===== src/rtl/payload_gap_engine_if.sv =====
`default_nettype none
// ============================================================================
// Module   : payload_gap_engine_if
// Brief    : Byte-stream bus between the class decoder and one gap engine.
// Revision : 1.0 - initial release
// ============================================================================
interface payload_gap_engine_if #(
  parameter int N_CLASS = 64,
  parameter int OFF_W   = 16
);
  logic               en;
  logic [N_CLASS-1:0] in_class;
  logic               out;
  logic [OFF_W-1:0]   match_offset;

  modport master (
    output en,
    output in_class,
    input  out,
    input  match_offset
  );

  modport slave (
    input  en,
    input  in_class,
    output out,
    output match_offset
  );
endinterface
`default_nettype wire


===== src/rtl/payload_gap_engine.sv =====
`default_nettype none
// ============================================================================
// Module   : payload_gap_engine
// Brief    : One-hot NFA matcher for a class chain with one optional gap.
//            Optional macro PAYLOAD_ENGINE_OFFSET_EN builds the offset counter.
// Revision : 1.0 - initial release
// ============================================================================
module payload_gap_engine #(
  parameter int                           N_STAGES    = 8,
  parameter int                           N_CLASS     = 64,
  parameter int                           CLS_W       = 6,
  parameter logic [N_STAGES*CLS_W-1:0]    STAGE_CLASS = '0,
  parameter int                           GAP_POS     = 0,
  parameter int                           GAP_CLASS   = 0,
  parameter int                           GAP_MIN     = 1,
  parameter int                           GAP_MAX     = 0,
  parameter int                           OFF_W       = 16
) (
  input  logic                  clk,
  input  logic                  sod,
  payload_gap_engine_if.slave   bus
);

  localparam int  C_GAP_LEN = (GAP_MAX != 0) ? GAP_MAX : ((GAP_MIN > 1) ? GAP_MIN : 1);
  localparam bit  C_GAP_UNB = (GAP_MAX == 0);

  // s_q[k] holds stage k+1; the final stage feeds out directly and needs no bit.
  logic [N_STAGES-2:0] s_q, s_d;
  logic [N_STAGES-1:0] w_hit;
  logic [N_STAGES-1:0] w_src;
  logic                w_final;
  logic                out_q, out_d;

  genvar k;
  generate
    for (k = 0; k < N_STAGES; k++) begin : g_hit
      assign w_hit[k] = bus.in_class[STAGE_CLASS[k*CLS_W +: CLS_W]];
    end
  endgenerate

  assign w_src[0] = 1'b1;

  generate
    if (GAP_POS != 0) begin : g_gap
      logic [C_GAP_LEN:1] g_q, g_d;
      logic               w_gap_hit;
      logic               w_gap_term;

      assign w_gap_hit = bus.in_class[GAP_CLASS];

      always_comb begin
        g_d = g_q;
        if (bus.en) begin
          g_d[1] = w_gap_hit & s_q[GAP_POS-1];
          for (int j = 2; j <= C_GAP_LEN; j++) begin
            g_d[j] = w_gap_hit & g_q[j-1];
          end
          if (C_GAP_UNB) begin
            g_d[C_GAP_LEN] = g_d[C_GAP_LEN] | (w_gap_hit & g_q[C_GAP_LEN]);
          end
        end
      end

      always_comb begin
        w_gap_term = (GAP_MIN == 0) ? s_q[GAP_POS-1] : 1'b0;
        for (int j = 1; j <= C_GAP_LEN; j++) begin
          if (j >= GAP_MIN) begin
            w_gap_term = w_gap_term | g_q[j];
          end
        end
      end

      always_ff @(posedge clk) begin
        if (sod) begin
          g_q <= '0;
        end else begin
          g_q <= g_d;
        end
      end

      for (k = 1; k < N_STAGES; k++) begin : g_src
        if (k == GAP_POS) begin : g_after_gap
          assign w_src[k] = w_gap_term;
        end else begin : g_chain
          assign w_src[k] = s_q[k-1];
        end
      end
    end else begin : g_plain
      for (k = 1; k < N_STAGES; k++) begin : g_src
        assign w_src[k] = s_q[k-1];
      end
    end
  endgenerate

  assign w_final = w_hit[N_STAGES-1] & w_src[N_STAGES-1];

  always_comb begin
    s_d   = s_q;
    out_d = out_q;
    if (bus.en) begin
      for (int i = 0; i < N_STAGES-1; i++) begin
        s_d[i] = w_hit[i] & w_src[i];
      end
      out_d = out_q | w_final;
    end
  end

  always_ff @(posedge clk) begin
    if (sod) begin
      s_q   <= '0;
      out_q <= 1'b0;
    end else begin
      s_q   <= s_d;
      out_q <= out_d;
    end
  end

  assign bus.out = out_q;

`ifdef PAYLOAD_ENGINE_OFFSET_EN
  logic [OFF_W-1:0] bcnt_q, bcnt_d;
  logic [OFF_W-1:0] match_offset_q, match_offset_d;

  always_comb begin
    bcnt_d         = bcnt_q;
    match_offset_d = match_offset_q;
    if (bus.en) begin
      if (bcnt_q != {OFF_W{1'b1}}) begin
        bcnt_d = bcnt_q + 1'b1;
      end
      // Only the first completion of the packet is recorded.
      if (w_final && !out_q) begin
        match_offset_d = bcnt_q;
      end
    end
  end

  always_ff @(posedge clk) begin
    if (sod) begin
      bcnt_q         <= '0;
      match_offset_q <= '0;
    end else begin
      bcnt_q         <= bcnt_d;
      match_offset_q <= match_offset_d;
    end
  end

  assign bus.match_offset = match_offset_q;
`else
  assign bus.match_offset = '0;
`endif

endmodule
`default_nettype wire

===== src/flat_wrapper.sv =====
// flat-port wrapper written by rule: the top's interface ports become plain ports
module payload_gap_engine_flat 
#(
  parameter int                           N_STAGES    = 8,
  parameter int                           N_CLASS     = 64,
  parameter int                           CLS_W       = 6,
  parameter logic [N_STAGES*CLS_W-1:0]    STAGE_CLASS = '0,
  parameter int                           GAP_POS     = 0,
  parameter int                           GAP_CLASS   = 0,
  parameter int                           GAP_MIN     = 1,
  parameter int                           GAP_MAX     = 0,
  parameter int                           OFF_W       = 16
)
  (clk, sod, bus_en, bus_in_class, bus_out, bus_match_offset);
  payload_gap_engine_if #(.N_CLASS(N_CLASS), .OFF_W(OFF_W)) bus_i ();
  input  logic clk;
  input  logic sod;
  input wire logic [$bits(bus_i.en)-1:0] bus_en;
  input wire logic [$bits(bus_i.in_class)-1:0] bus_in_class;
  output wire logic [$bits(bus_i.out)-1:0] bus_out;
  output wire logic [$bits(bus_i.match_offset)-1:0] bus_match_offset;
  assign bus_i.en = bus_en;
  assign bus_i.in_class = bus_in_class;
  assign bus_out = bus_i.out;
  assign bus_match_offset = bus_i.match_offset;
  payload_gap_engine #(.N_STAGES(N_STAGES), .N_CLASS(N_CLASS), .CLS_W(CLS_W), .STAGE_CLASS(STAGE_CLASS), .GAP_POS(GAP_POS), .GAP_CLASS(GAP_CLASS), .GAP_MIN(GAP_MIN), .GAP_MAX(GAP_MAX), .OFF_W(OFF_W)) u_core (.clk(clk), .sod(sod), .bus(bus_i));
endmodule

===== config.mk =====
export PLATFORM = sky130hd
export DESIGN_NAME = payload_gap_engine_flat
export DESIGN_NICKNAME = d
export VERILOG_FILES = /design/src/rtl/payload_gap_engine_if.sv /design/src/rtl/payload_gap_engine.sv /design/src/flat_wrapper.sv
export SDC_FILE = /design/constraint.sdc
export NUM_CORES = 1
export LEC_CHECK = 0
export ABC_AREA = 1
export CAP_MARGIN = 40
export CORE_AREA = 2 2 39 41
export CTS_BUF_LIST = sky130_fd_sc_hd__clkbuf_16
export CTS_CLUSTER_DIAMETER = 100
export CTS_CLUSTER_SIZE = 30
export DETAILED_ROUTE_END_ITERATION = 16
export DIE_AREA = 0 0 41 43
export DONT_BUFFER_PORTS = 1
export PLACE_DENSITY = 0.51
export RECOVER_POWER = 50
export SYNTH_ARGS = -nofsm -noshare
export SYNTH_HDL_FRONTEND = slang
export SYNTH_SLANG_ARGS = --single-unit
export TNS_END_PERCENT = 5

===== constraint.sdc =====
create_clock -name clk -period 1.3 [get_ports clk]
set_clock_uncertainty 0.2 [all_clocks]
set_input_delay 0.26 -clock clk [delete_from_list [all_inputs] [get_ports clk]]
set_output_delay 0.26 -clock clk [all_outputs]
set_load 0.01 [all_outputs]

==> summary.txt <==
Run status
  – Status: finished, violations left
  – Violations in the final reports: negative hold slack

Global routing
  – Met1 usage: 0.111
  – First-pass GRT wire length: 1.08 mm
  – GRT busiest layer: met2
  – Pin count of the biggest net entering global routing: 10
  – Met2 Track Usage GR: 0.131
  – Total grt overflow: 0
  – Global Route Usage Sum: 0.0979
  – Grt met3 use: 0.0314
  – Vias in the first global route: 281
  – Antenna violations before repair: 0

Worst hold path
  – Hold worst-path end: u_core.s_q[3]$_SDFFE_PP0P_
  – Min-delay worst type: in -> reg
  – Hold Path Depth: 2
  – Hold path startpoint: bus_en

Die
  – Die width: 41 microns
  – Die area: 0.00176 sq mm
  – Total I/O pin count: 84
  – Initial core utilization: 0.342
  – Core area: about 0.0014 sq mm
  – Row Count: 14
  – Die Ht: ~43 microns

Clocking
  – Clk pin slew, worst setup/hold paths: 0.04 ns
  – Clk buf depth: 2
  – Hold Buf Count CTS: 3
  – Clock sinks: 8
  – Worst-Skew Late Latency: ~0.23 ns
  – Number of setup buffers added after CTS: 0
  – Root Buffer: clkbuf_16
  – CTS tree: built
  – TritonCTS buffer count: 3
  – Post-CTS resize count: 0
  – H-tree depth: 1

Timing
  – RSZ-0062 raised after global routing: no
  – Fmax: 816 MHz
  – Worst-case hold slack: -0.0142 ns
  – Final Setup Violations: 0
  – Min cycle time layout: around 1.2 ns
  – Slew Limit Fails: 0
  – Final hold viol count: 5
  – Final cycle utilization of the critical path: 0.943
  – Post-Route Setup TNS: 0 ns

Layout
  – Core Util, Final: 0.378
  – Final #Nets: 125
  – Commonest non-fill, non-tap cells in the layout: conb_1 (16), a21oi_2 (8), dfxtp_1 (8)
  – Share of cells above drive strength 1: 0.339
  – Antenna Cells: 0
  – Most common cell after layout, fill and taps aside: conb_1
  – Area added between synthesis and finish: 10.6%
  – Fillers: 152

Worst setup path
  – Worst R2R End: u_core.s_q[5]$_SDFFE_PP0P_
  – Slowest cell on crit path: dlygate4sd3_1
  – Max incr delay on CP: 0.82 ns
  – Crit path kind: in -> reg
  – WP data arrival: 1.12 ns
  – Req. time, crit path: 1.20 ns
  – Critical Path Source Type: input pin
  – Worst-path fanout max: 8
  – R2R cell count: 2
  – CP bufs+invs: 1
  – R2R setup slack: 0.47 ns
  – CP top delay family: buffers and inverters
  – Crit path cell chain: dlygate4sd3_1 -> a21oi_2
  – Crit path capture type: register
  – Worst r2r src: u_core.s_q[4]$_SDFFE_PP0P_

Yosys
  – Sequential area share after synthesis: 0.339
  – Synth Register Bits: 8
  – Yosys warnings: 0
  – Unique cell type count in the Yosys netlist: 12
  – Post-Syn Area: 473 sq um
  – Syn_area_per_cell: approximately 8.9 sq um
  – Syn Inst Count: 53

Drt
  – Routed Antenna Nets: 0
  – Via-to-Cell Ratio: 4.11
  – Drt wl/cell: around 9.2 microns
  – # DRC: 0
  – DR vias: between 200 and 300
  – Final WL: 662 microns
  – Drt pass-1 iters: 2
  – Detailed Route Iter0 Violations: 1

Job
  – Reported max-cap violation count: 0

Pwr
  – Maximum vdd ir drop: 0.809 mV
  – Pwr per Cell Area: ~1600 mW/mm^2
  – Leak: 0.196 nW

Place
  – GP Congestion: about 0.64
  – Port bufs: 0
  – Detailed placement HPWL: between 400 and 500 microns
[flip-flops by register name (all words and copies together), names as in the netlist]
signal          flops
u_core.s_q          7
u_core.bus.out      1
[cells in the mapped netlist, drive strengths merged]
master / n / share of area
a21oi: 8 / 0.15
buf: 18 / 0.29
clkbuf: 1 / 0.011
conb: 1 / 0.0079
dfxtp: 8 / 0.34
inv: 2 / 0.032
nand2: 8 / 0.10
nand3: 7 / 0.074
[layer usage]
metal,vias to the layer above,part of all wire
li1,143,-
met1,136,0.43
met2,15,0.47
met3,2,0.083
met4,0,0.012
met5,-,0
[worst max path at each step]
stage	end	slack, ns	start	cells past startpoint
after global placement	bus_out	0.48	u_core.bus.out$_SDFFE_PP0P_	0
after CTS	u_core.s_q[5]$_SDFFE_PP0P_	0.07	sod	2
final	u_core.s_q[1]$_SDFFE_PP0P_	0.07	sod	2
after floorplan	u_core.s_q[1]$_SDFFE_PP0P_	0.43	bus_en	4
after global routing	u_core.s_q[2]$_SDFFE_PP0P_	0.02	sod	2
after detailed placement	u_core.s_q[5]$_SDFFE_PP0P_	0.48	u_core.s_q[4]$_SDFFE_PP0P_	2
[final cells by class]
type	count	area (sq um)	area share
Clock buffer	3	75.1	0.144
Inverter	2	15.0	0.0287
Multi-Input combinational cell	39	213	0.407
Sequential cell	8	160	0.306
Tap cell	16	20.0	0.0383
Timing Repair Buffer	4	40.0	0.0766
[where the power goes]
part	total (mW)	switching (mW)	internal [mW]	leakage, nW
clock network	0.511	0.115	0.396	0.0370
logic	0.0495	0.0360	0.0136	0.0949
registers	0.251	0.00159	0.249	0.0646
[cells by family after synthesis]
kind of cell,count (synthesis),synth area share
buffers and inverters,21,0.331
and+or+nand+nor,15,0.175
AOI/OAI and AO/OA,8,0.148
DFF,8,0.339
other,1,0.00793
[per-stage QoR]
stage	setup slack, ns	instances	power [mW]	area (sq um)
floorplan	0.433	68	0.338	529
global placement	0.481	65	0.287	408
detailed placement	0.483	65	0.287	408
CTS	0.0701	71	0.826	513
global route	0.0245	72	0.841	523
finish	0.0739	72	0.811	523
Power figures use the tool's default switching activity.
